[src/rtl/menu_controller_if.sv]
// Button/game inputs and menu datapath controls for menu_controller.
// master = controller side, slave = buttons, game FSM and menu datapath side.
interface menu_controller_if #(
  parameter int N_SR = 5
);
  logic            iniciar;
  logic            confirma;
  logic            volta;
  logic            seta;
  logic            jogo_fim;
  logic            jogo_erro;
  logic [1:0]      menu_sel;
  logic            load_initial;
  logic [N_SR-1:0] shift_en;
  logic            menu_ativo;
  logic            inicia_jogo;
  logic [3:0]      estado;

  modport master (
    input  iniciar, confirma, volta, seta, jogo_fim, jogo_erro,
    output menu_sel, load_initial, shift_en, menu_ativo, inicia_jogo, estado
  );

  modport slave (
    output iniciar, confirma, volta, seta, jogo_fim, jogo_erro,
    input  menu_sel, load_initial, shift_en, menu_ativo, inicia_jogo, estado
  );
endinterface

[src/rtl/menu_controller.sv]
// Menu sequencer: synchronised button edges drive a Moore FSM; a button rise changes state 2 edges later.
// No backpressure; outputs decode only from state. MENU_TIMEOUT_EN adds an inactivity return to IDLE.
module menu_controller #(
  parameter int N_SR           = 5,
  parameter int TIMEOUT_CYCLES = 50000
) (
  input  logic              clock,
  input  logic              reset,
  menu_controller_if.master mif
);

  typedef enum logic [3:0] {
    IDLE       = 4'd0,
    INIT       = 4'd1,
    SEL_MODO   = 4'd2,
    SEL_BPM    = 4'd3,
    SEL_TOM    = 4'd4,
    SEL_MUSICA = 4'd5,
    START      = 4'd6,
    PLAYING    = 4'd7,
    SEL_ERRO   = 4'd8
  } state_t;

  state_t state;
  state_t state_next;

  // Bit order {volta, confirma, iniciar}
  logic [2:0] btn_raw;
  logic [2:0] sync1;
  logic [2:0] sync2;
  logic [2:0] prev;
  logic [2:0] pulse;
  logic       ini_p;
  logic       conf_p;
  logic       vol_p;
  logic       timeout_hit;

  assign btn_raw = {mif.volta, mif.confirma, mif.iniciar};

  always_ff @(posedge clock or negedge reset) begin
    if (!reset) begin
      sync1 <= '0;
      sync2 <= '0;
      prev  <= '0;
    end else begin
      sync1 <= btn_raw;
      sync2 <= sync1;
      prev  <= sync2;
    end
  end

  assign pulse  = sync2 & ~prev;
  assign ini_p  = pulse[0];
  assign conf_p = pulse[1];
  assign vol_p  = pulse[2];

`ifdef MENU_TIMEOUT_EN
  localparam int CW = (TIMEOUT_CYCLES > 1) ? $clog2(TIMEOUT_CYCLES) : 1;
  localparam logic [CW-1:0] CNT_LAST = CW'(TIMEOUT_CYCLES - 1);

  logic [CW-1:0] idle_cnt;
  logic          in_sel;
  logic          activity;

  assign in_sel      = (state inside {SEL_MODO, SEL_BPM, SEL_TOM, SEL_MUSICA, SEL_ERRO});
  assign activity    = (|pulse) | mif.seta;
  // Activity in the terminal-count cycle cancels the timeout
  assign timeout_hit = in_sel && !activity && (idle_cnt == CNT_LAST);

  always_ff @(posedge clock or negedge reset) begin
    if (!reset) begin
      idle_cnt <= '0;
    end else if ((state_next != state) || activity || !in_sel) begin
      idle_cnt <= '0;
    end else begin
      idle_cnt <= idle_cnt + 1'b1;
    end
  end
`else
  assign timeout_hit = 1'b0;
`endif

  always_ff @(posedge clock or negedge reset) begin
    if (!reset) begin
      state <= IDLE;
    end else begin
      state <= state_next;
    end
  end

  // volta beats confirma, jogo_erro beats jogo_fim
  always_comb begin
    state_next = state;
    case (state)
      IDLE:       if (ini_p) state_next = INIT;
      INIT:       state_next = SEL_MODO;
      SEL_MODO:   if (vol_p) state_next = IDLE;       else if (conf_p) state_next = SEL_BPM;
      SEL_BPM:    if (vol_p) state_next = SEL_MODO;   else if (conf_p) state_next = SEL_TOM;
      SEL_TOM:    if (vol_p) state_next = SEL_BPM;    else if (conf_p) state_next = SEL_MUSICA;
      SEL_MUSICA: if (vol_p) state_next = SEL_TOM;    else if (conf_p) state_next = START;
      START:      state_next = PLAYING;
      PLAYING:    if (mif.jogo_erro) state_next = SEL_ERRO; else if (mif.jogo_fim) state_next = IDLE;
      SEL_ERRO:   if (vol_p) state_next = IDLE;       else if (conf_p) state_next = START;
      default:    state_next = IDLE;
    endcase
    if (timeout_hit) begin
      state_next = IDLE;
    end
  end

  always_comb begin
    mif.menu_sel     = 2'd0;
    mif.load_initial = 1'b0;
    mif.shift_en     = '0;
    mif.menu_ativo   = 1'b0;
    mif.inicia_jogo  = 1'b0;
    case (state)
      INIT: begin
        mif.load_initial = 1'b1;
        mif.menu_ativo   = 1'b1;
      end
      SEL_MODO: begin
        mif.shift_en[0] = 1'b1;
        mif.menu_ativo  = 1'b1;
      end
      SEL_BPM: begin
        mif.menu_sel    = 2'd1;
        mif.shift_en[1] = 1'b1;
        mif.menu_ativo  = 1'b1;
      end
      SEL_TOM: begin
        mif.menu_sel    = 2'd2;
        mif.shift_en[2] = 1'b1;
        mif.menu_ativo  = 1'b1;
      end
      SEL_MUSICA: begin
        mif.menu_sel    = 2'd3;
        mif.shift_en[3] = 1'b1;
        mif.menu_ativo  = 1'b1;
      end
      START: begin
        mif.menu_sel    = 2'd3;
        mif.menu_ativo  = 1'b1;
        mif.inicia_jogo = 1'b1;
      end
      PLAYING: begin
        mif.menu_sel = 2'd3;
      end
      SEL_ERRO: begin
        mif.menu_sel    = 2'd3;
        mif.shift_en[4] = 1'b1;
        mif.menu_ativo  = 1'b1;
      end
      default: ;
    endcase
  end

  assign mif.estado = state;

endmodule

[src/flat_wrapper.sv]
// flat-port wrapper written by rule: the top's interface ports become plain ports
module menu_controller_flat 
#(
  parameter int N_SR           = 5,
  parameter int TIMEOUT_CYCLES = 50000
)
  (clock, reset, mif_iniciar, mif_confirma, mif_volta, mif_seta, mif_jogo_fim, mif_jogo_erro, mif_menu_sel, mif_load_initial, mif_shift_en, mif_menu_ativo, mif_inicia_jogo, mif_estado);
  menu_controller_if #(.N_SR(N_SR)) mif_i ();
  input  logic clock;
  input  logic reset;
  input wire logic [$bits(mif_i.iniciar)-1:0] mif_iniciar;
  input wire logic [$bits(mif_i.confirma)-1:0] mif_confirma;
  input wire logic [$bits(mif_i.volta)-1:0] mif_volta;
  input wire logic [$bits(mif_i.seta)-1:0] mif_seta;
  input wire logic [$bits(mif_i.jogo_fim)-1:0] mif_jogo_fim;
  input wire logic [$bits(mif_i.jogo_erro)-1:0] mif_jogo_erro;
  output wire logic [$bits(mif_i.menu_sel)-1:0] mif_menu_sel;
  output wire logic [$bits(mif_i.load_initial)-1:0] mif_load_initial;
  output wire logic [$bits(mif_i.shift_en)-1:0] mif_shift_en;
  output wire logic [$bits(mif_i.menu_ativo)-1:0] mif_menu_ativo;
  output wire logic [$bits(mif_i.inicia_jogo)-1:0] mif_inicia_jogo;
  output wire logic [$bits(mif_i.estado)-1:0] mif_estado;
  assign mif_i.iniciar = mif_iniciar;
  assign mif_i.confirma = mif_confirma;
  assign mif_i.volta = mif_volta;
  assign mif_i.seta = mif_seta;
  assign mif_i.jogo_fim = mif_jogo_fim;
  assign mif_i.jogo_erro = mif_jogo_erro;
  assign mif_menu_sel = mif_i.menu_sel;
  assign mif_load_initial = mif_i.load_initial;
  assign mif_shift_en = mif_i.shift_en;
  assign mif_menu_ativo = mif_i.menu_ativo;
  assign mif_inicia_jogo = mif_i.inicia_jogo;
  assign mif_estado = mif_i.estado;
  menu_controller #(.N_SR(N_SR), .TIMEOUT_CYCLES(TIMEOUT_CYCLES)) u_core (.clock(clock), .reset(reset), .mif(mif_i));
endmodule
[config.mk]
export PLATFORM = sky130hd
export DESIGN_NAME = menu_controller_flat
export DESIGN_NICKNAME = d
export VERILOG_FILES = /design/src/rtl/menu_controller_if.sv /design/src/rtl/menu_controller.sv /design/src/flat_wrapper.sv
export SDC_FILE = /design/constraint.sdc
export NUM_CORES = 1
export LEC_CHECK = 0
export BUFFER_PORTS_ARGS = -buffer_cell sky130_fd_sc_hd__buf_4
export CORE_AREA = 10 10 56 58
export CTS_BUF_LIST = sky130_fd_sc_hd__clkbuf_8
export CTS_CLUSTER_SIZE = 12
export DETAILED_ROUTE_END_ITERATION = 6
export DIE_AREA = 0 0 66 68
export PLACE_DENSITY = 0.6
export SLEW_MARGIN = 10
export SYNTH_ARGS = -nofsm -noshare
export SYNTH_HDL_FRONTEND = slang
export SYNTH_SLANG_ARGS = --single-unit
[constraint.sdc]
create_clock -name clock -period 2.64 [get_ports clock]
set_input_delay 0.264 -clock clock [delete_from_list [all_inputs] [get_ports clock]]
set_output_delay 0.264 -clock clock [all_outputs]
set_load 0.02 [all_outputs]
==> impl_metrics.toml, run 1 <==
[clocking]
clockBufferDepth = 2
cts_num_sinks = 13
clk_pin_slew_ns = 0.06
htreeDepth = 1
cts_resized = 0
cts_root_buf = "clkbuf_8"
cts_tree = "yes"
cts_buffers = 3
worst_skew_pair.late_latency_ns = 0.24

[sta]
max_freq_ghz = 0.5249
min_period_ns = 1.905
max_slew_margin = 0.6746
grt_setup_unrepaired = "false"
drv_slew = 0
fin_skew_ns = 0.003959
tightest_slew_ns = 0.4880
whs_ns = 0.1260
final_hold_viol_count = 0
finalCritPeriodShare = 0.7217
fin_tns_setup_ns = 0
finalSetupViolations = 0

[grt]
overflow = 0
grt_util_all_layers = 0.07482
grt_pass1_wl_mm = 2.677
grt_pass1_vias = 571
grt_antenna_before_repair = 0
grt_max_degree = 17

[power_and_ir_drop]
power_density_nw_per_um2 = 1145
p_leak_uw = 0.0004434
vdd_drop_max_v = 0.0004850

[worst_setup_path]
cp_top_family = "flip-flops"
arrival_ns = 1.64
path_class = "reg2out"
cp-end-kind = "output pin"
slowest_delay_ns = 0.58
ff2ff_setup_slack_ns = 0.80
cp_cell_sequence = "buf_4 -> nor2_1 -> a221oi_1 -> buf_4"
crit_slowest_cell = "dfrtp_1"
crit_fanout = 11
required_ns = 2.38
cp-start-kind = "flip-flop"
cp_common_cell = "buf_4"
cp_num_buf_inv = 2

[yosys]
ys_warn_count = 0
syn_inst = 77
ys.flop_type = "dfrtp_1"
synthArstFlopShare = 1.000
synth_edf_count = 0
synth_area_per_cell_um2 = 8.840
synth-seq-cells = 13
netlist_area_um2 = 680.7
syn_nets = 85
synth_cell_types = 28
yosysSeqAreaShare = 0.4779

[routing]
via_count = 621
postRouteAntennaNets = 0
viasPerCell = 4.890
drc_errors = 0
first_iter_violations = 40
wirelength_mm = 1.616
wire_per_inst_um = 12.72
dr.pass1.iters = 4

[layout]
nets = 108
layout_commonest_cell = "buf_4"
drive_gt1_frac = 0.3030
final_cell_mix = "buf_4 (22), dfrtp_1 (13), nand2_1 (10), nor2_1 (7), o21ai_0 (5)"
antenna_cells = 0
layout-area-overhead-vs-synth_pct = 34.56
fin_util = 0.4349
fillCellCount = 211

[min_path]
hold_class = "in2reg"

[placement]
gp_congestion = 0.7523
detailed_place_hpwl_mm = 1.210
io_buffers = 20

[floorplan]
io_pins = 22
initial_core_util = 0.3232
coreArea_um2 = 2106
die_x_um = 66
die-area_um2 = 4488
chipHeight_um = 68
rows = 17

[outcome]
status = "finished clean"

[run]
drv_cap = 0
## path summary, 6_finish.rpt
| kind | start | cells past startpoint | endpoint |
|---|---|---|---|
| worst min register to register | u_core.sync1[1] | 0 | u_core.sync2[1] |
| max in group asynchronous | reset | 2 | u_core.mif.estado[0] |
| worst max register to register | u_core.mif.estado[1] | 4 | u_core.mif.estado[2] |
| worst max-delay path | u_core.mif.estado[2] | 4 | mif_menu_ativo |
| worst min-delay path | mif_iniciar | 1 | u_core.sync1[0] |
| min in group asynchronous | reset | 2 | u_core.sync1[1] |
## per-layer routing
metal / routed length (um) / up-vias / GRT usage
met3: 201 / 0 / 0.04078
met1: 822 / 288 / 0.09848
met4: 0 / 0 / 0.02356
met2: 592 / 23 / 0.1014
met5: 0 / - / 0
li1: - / 310 / -
## repair_timing
item | in CTS | in global routing
hold buffers | 1 | 0
endpoints found under the setup margin | 0 | 0
endpoints found under the hold margin | 13 | 0
buffers inserted | 0 | 0
## cell usage after synthesis, types with 2 or more instances
library cell  instances  area (um2)
o21a_1                2       15.01
clkbuf_1              2       7.510
nand2_1              10       37.54
buf_2                 2       10.01
nand3_1               3       15.01
nand2b_1              3       18.77
a21oi_1               4       20.02
nor2b_1               3       18.77
o21ai_0               5       25.02
dfrtp_1              13       325.3
inv_1                 3       11.26
nor3_1                4       20.02
o22ai_1               2       12.51
nor2_1                7       26.28
## state kept, by name, summed over array words and instances, names as in the netlist
register / cells
u_core.sync2: 3
u_core.sync1: 3
u_core.mif.estado: 4
u_core.prev: 3
## per-stage QoR
step	power [uW]	std cells	cell area [um2]	setup slack (ns)
6_report	1049	127	915.9	0.7348
5_1_grt	1134	127	915.9	0.6111
4_1_cts	1063	127	915.9	0.7211
3_5_place_dp	884.5	122	859.6	0.8060
3_3_place_gp	873.7	122	859.6	0.8334
2_1_floorplan	684.7	77	680.7	0.7108
## where the power goes
part | total (uW) | internal [uW] | switching (uW)
logic | 567 | 256 | 312
registers | 308 | 230 | 78.1
clock network | 173 | 104 | 69.2
## layout make-up
type                       count  area, um2  area share
multi-input combinational     56      322.8      0.3525
clock inverter                 1      5.005    0.005464
clock buffer                   3      41.29     0.04508
timing repair buffer          23      175.2      0.1913
inverter                       3      11.26     0.01230
sequential                    13      325.3      0.3552
tap                           28      35.03     0.03825
## logic make-up (layout without fill, tap and decap cells)
| group | Yosys count | count (layout) | share of synthesized area |
|---|---|---|---|
| flops | 13 | 13 | 0.4779 |
| mux | 1 | 1 | 0.02205 |
| simple gates | 36 | 36 | 0.2703 |
| compound gates | 19 | 19 | 0.1820 |
| buf+inv | 8 | 30 | 0.04779 |
Power figures use the tool's default switching activity.
==> run 2, diff against run 1 <==
- clock period: 2.64 -> 1.83 ns (I/O delays scaled with it)
==> run 2 against run 1 <==
First-iteration DRC count fell by 48%. Global-route usage is 0.43 points higher. Setup slack worse by 0.61 ns. Die area is the same. Sequential power is 24% higher. Sequential share of layout area shrank 1.1 points. Wire length down 2.2%. Non-clock buffer count grew 4. Clock skew shrank 0.0028 ns. Clock-buffer cell count is the same. Critical endpoint unchanged. Largest cell class unchanged.
==> impl_metrics.toml, run 2 (same netlist as run 1, synthesis figures left out) <==
[outcome]
status = "finished clean"

[placement]
detailed_place_hpwl_mm = 1.248
gp_congestion = 0.7468
post-place-ws_ns = 0.1991
io_buffers = 20

[layout]
drive_gt1_frac = 0.3301
layout_commonest_cell = "buf_4"
register_area_um2 = 325.3
fillCellCount = 213
multiInputGateArea_um2 = 322.8
nets = 112
layout-area-overhead-vs-synth_pct = 38.97
largest_reg_flops = 4
antenna_cells = 0
final_cell_mix = "buf_4 (26), dfrtp_1 (13), nand2_1 (10), nor2_1 (7)"

[sta]
max_freq_ghz = 0.5867
finalCritPeriodShare = 0.9314
tightest_slew_ns = 0.2716
finalSetupViolations = 0
fin_tns_setup_ns = 0
drv_slew = 0
setup_ws_ns = 0.1256
max_slew_margin = 0.8190
fin_skew_ns = 0.001177
final_hold_viol_count = 0
min_period_ns = 1.704
grt_setup_unrepaired = "false"

[clocking]
cts_tree = "yes"
cts_root_buf = "clkbuf_8"
worst_skew_pair.late_latency_ns = 0.24
cts_buffers = 3
clk_pin_slew_ns = 0.05
cts_num_sinks = 13
clockBufferDepth = 2
htreeDepth = 1
postCtsSetupBuffers = 0

[routing]
wire_per_inst_um = 12.06
viasPerCell = 4.840
drc_errors = 0
via_count = 634
postRouteAntennaNets = 0
dr.pass1.iters = 4
wirelength_mm = 1.580
first_iter_violations = 21

[worst_setup_path]
cp_common_cell = "buf_4"
crit_slowest_cell = "dfrtp_1"
ff2ff_setup_slack_ns = 0.19
cp-start-kind = "flip-flop"
path_class = "reg2out"
timing.critical_path.to = "mif_menu_ativo"
rr_startpoint = "u_core.mif.estado[2]"
required_ns = 1.65
r2r_end = "u_core.mif.estado[2]"
startpoint = "u_core.mif.estado[2]"
arrival_ns = 1.52
cp-end-kind = "output pin"
slowest_delay_ns = 0.44
reg2reg_depth = 4
cp_cell_sequence = "buf_4 -> a21o_1 -> a221oi_1 -> buf_4"
crit_fanout = 9

[floorplan]
initial_core_util = 0.3232
io_pins = 22
chipHeight_um = 68
coreArea_um2 = 2106
die_x_um = 66
rows = 17
die-area_um2 = 4488

[min_path]
hold_class = "in2reg"

[grt]
grt_pass1_wl_mm = 2.842
grt_util_all_layers = 0.07910
overflow = 0
grt_antenna_before_repair = 0
grt_max_degree = 15
grt_pass1_vias = 639

[run]
drv_cap = 0

[power_and_ir_drop]
vdd_drop_max_v = 0.0006910
power_density_nw_per_um2 = 1640
p_leak_uw = 0.0004629
-- run 2: area by class of cell --
type / instances / area share
flip-flops and latches: 13 / 0.3439
multi-input cells: 56 / 0.3413
repair buffers: 27 / 0.2169
clock buffers: 3 / 0.04365
well taps: 28 / 0.03704
inverters: 3 / 0.01190
clock inverters: 1 / 0.005291
-- run 2: worst min path at each step --
| stage | slack, ns | to | depth (start not counted) | start |
|---|---|---|---|---|
| global route | 0.04 | u_core.sync1[2] | 1 | mif_volta |
| finish | 0.05 | u_core.sync1[0] | 1 | mif_iniciar |
| detailed placement | 0.04 | u_core.prev[2] | 1 | reset |
| CTS | 0.04 | u_core.sync1[0] | 1 | mif_iniciar |
| floorplan | -0.11 | u_core.mif.estado[0] | 0 | reset |
| global placement | 0.03 | u_core.mif.estado[1] | 1 | reset |
-- run 2: repair_timing --
item	4_1_cts	5_1_grt
hold buffers	1	0
setup endpoints to repair	0	0
resized for setup	0	0
hold endpoints to repair	13	0
-- run 2: critical path: cells and delay by family, from the launching register on --
kind                   cells  cell delay (ns)
AOI/OAI and AO/OA          2             0.44
DFF                        1             0.44
buffers and inverters      2             0.40
-- run 2: stage by stage --
step	utilization	cells	hold WS, ns	cell area, um2	total power [uW]
6_report	0.4492	131	0.04781	945.9	1551
5_1_grt	0.4492	131	0.03668	945.9	1701
4_1_cts	0.4492	131	0.03664	945.9	1583
3_5_place_dp	0.4225	126	0.03541	889.6	1323
3_3_place_gp	0.4225	126	0.03339	889.6	1308
2_1_floorplan	-	77	-0.1126	680.7	990.0
-- run 2: power breakdown --
group | switching, uW | total [uW] | internal (uW)
registers | 49.3 | 383 | 334
logic | 512 | 922 | 410
clock network | 96.4 | 246 | 150
total | 658 | 1550 | 893
-- run 2: metal layers --
metal,vias to the layer above,routed length [um],GRT usage
li1,319,-,-
met1,290,744,0.08962
met2,23,685,0.1268
met3,2,145,0.03263
met4,0,5,0.03927
met5,-,0,0
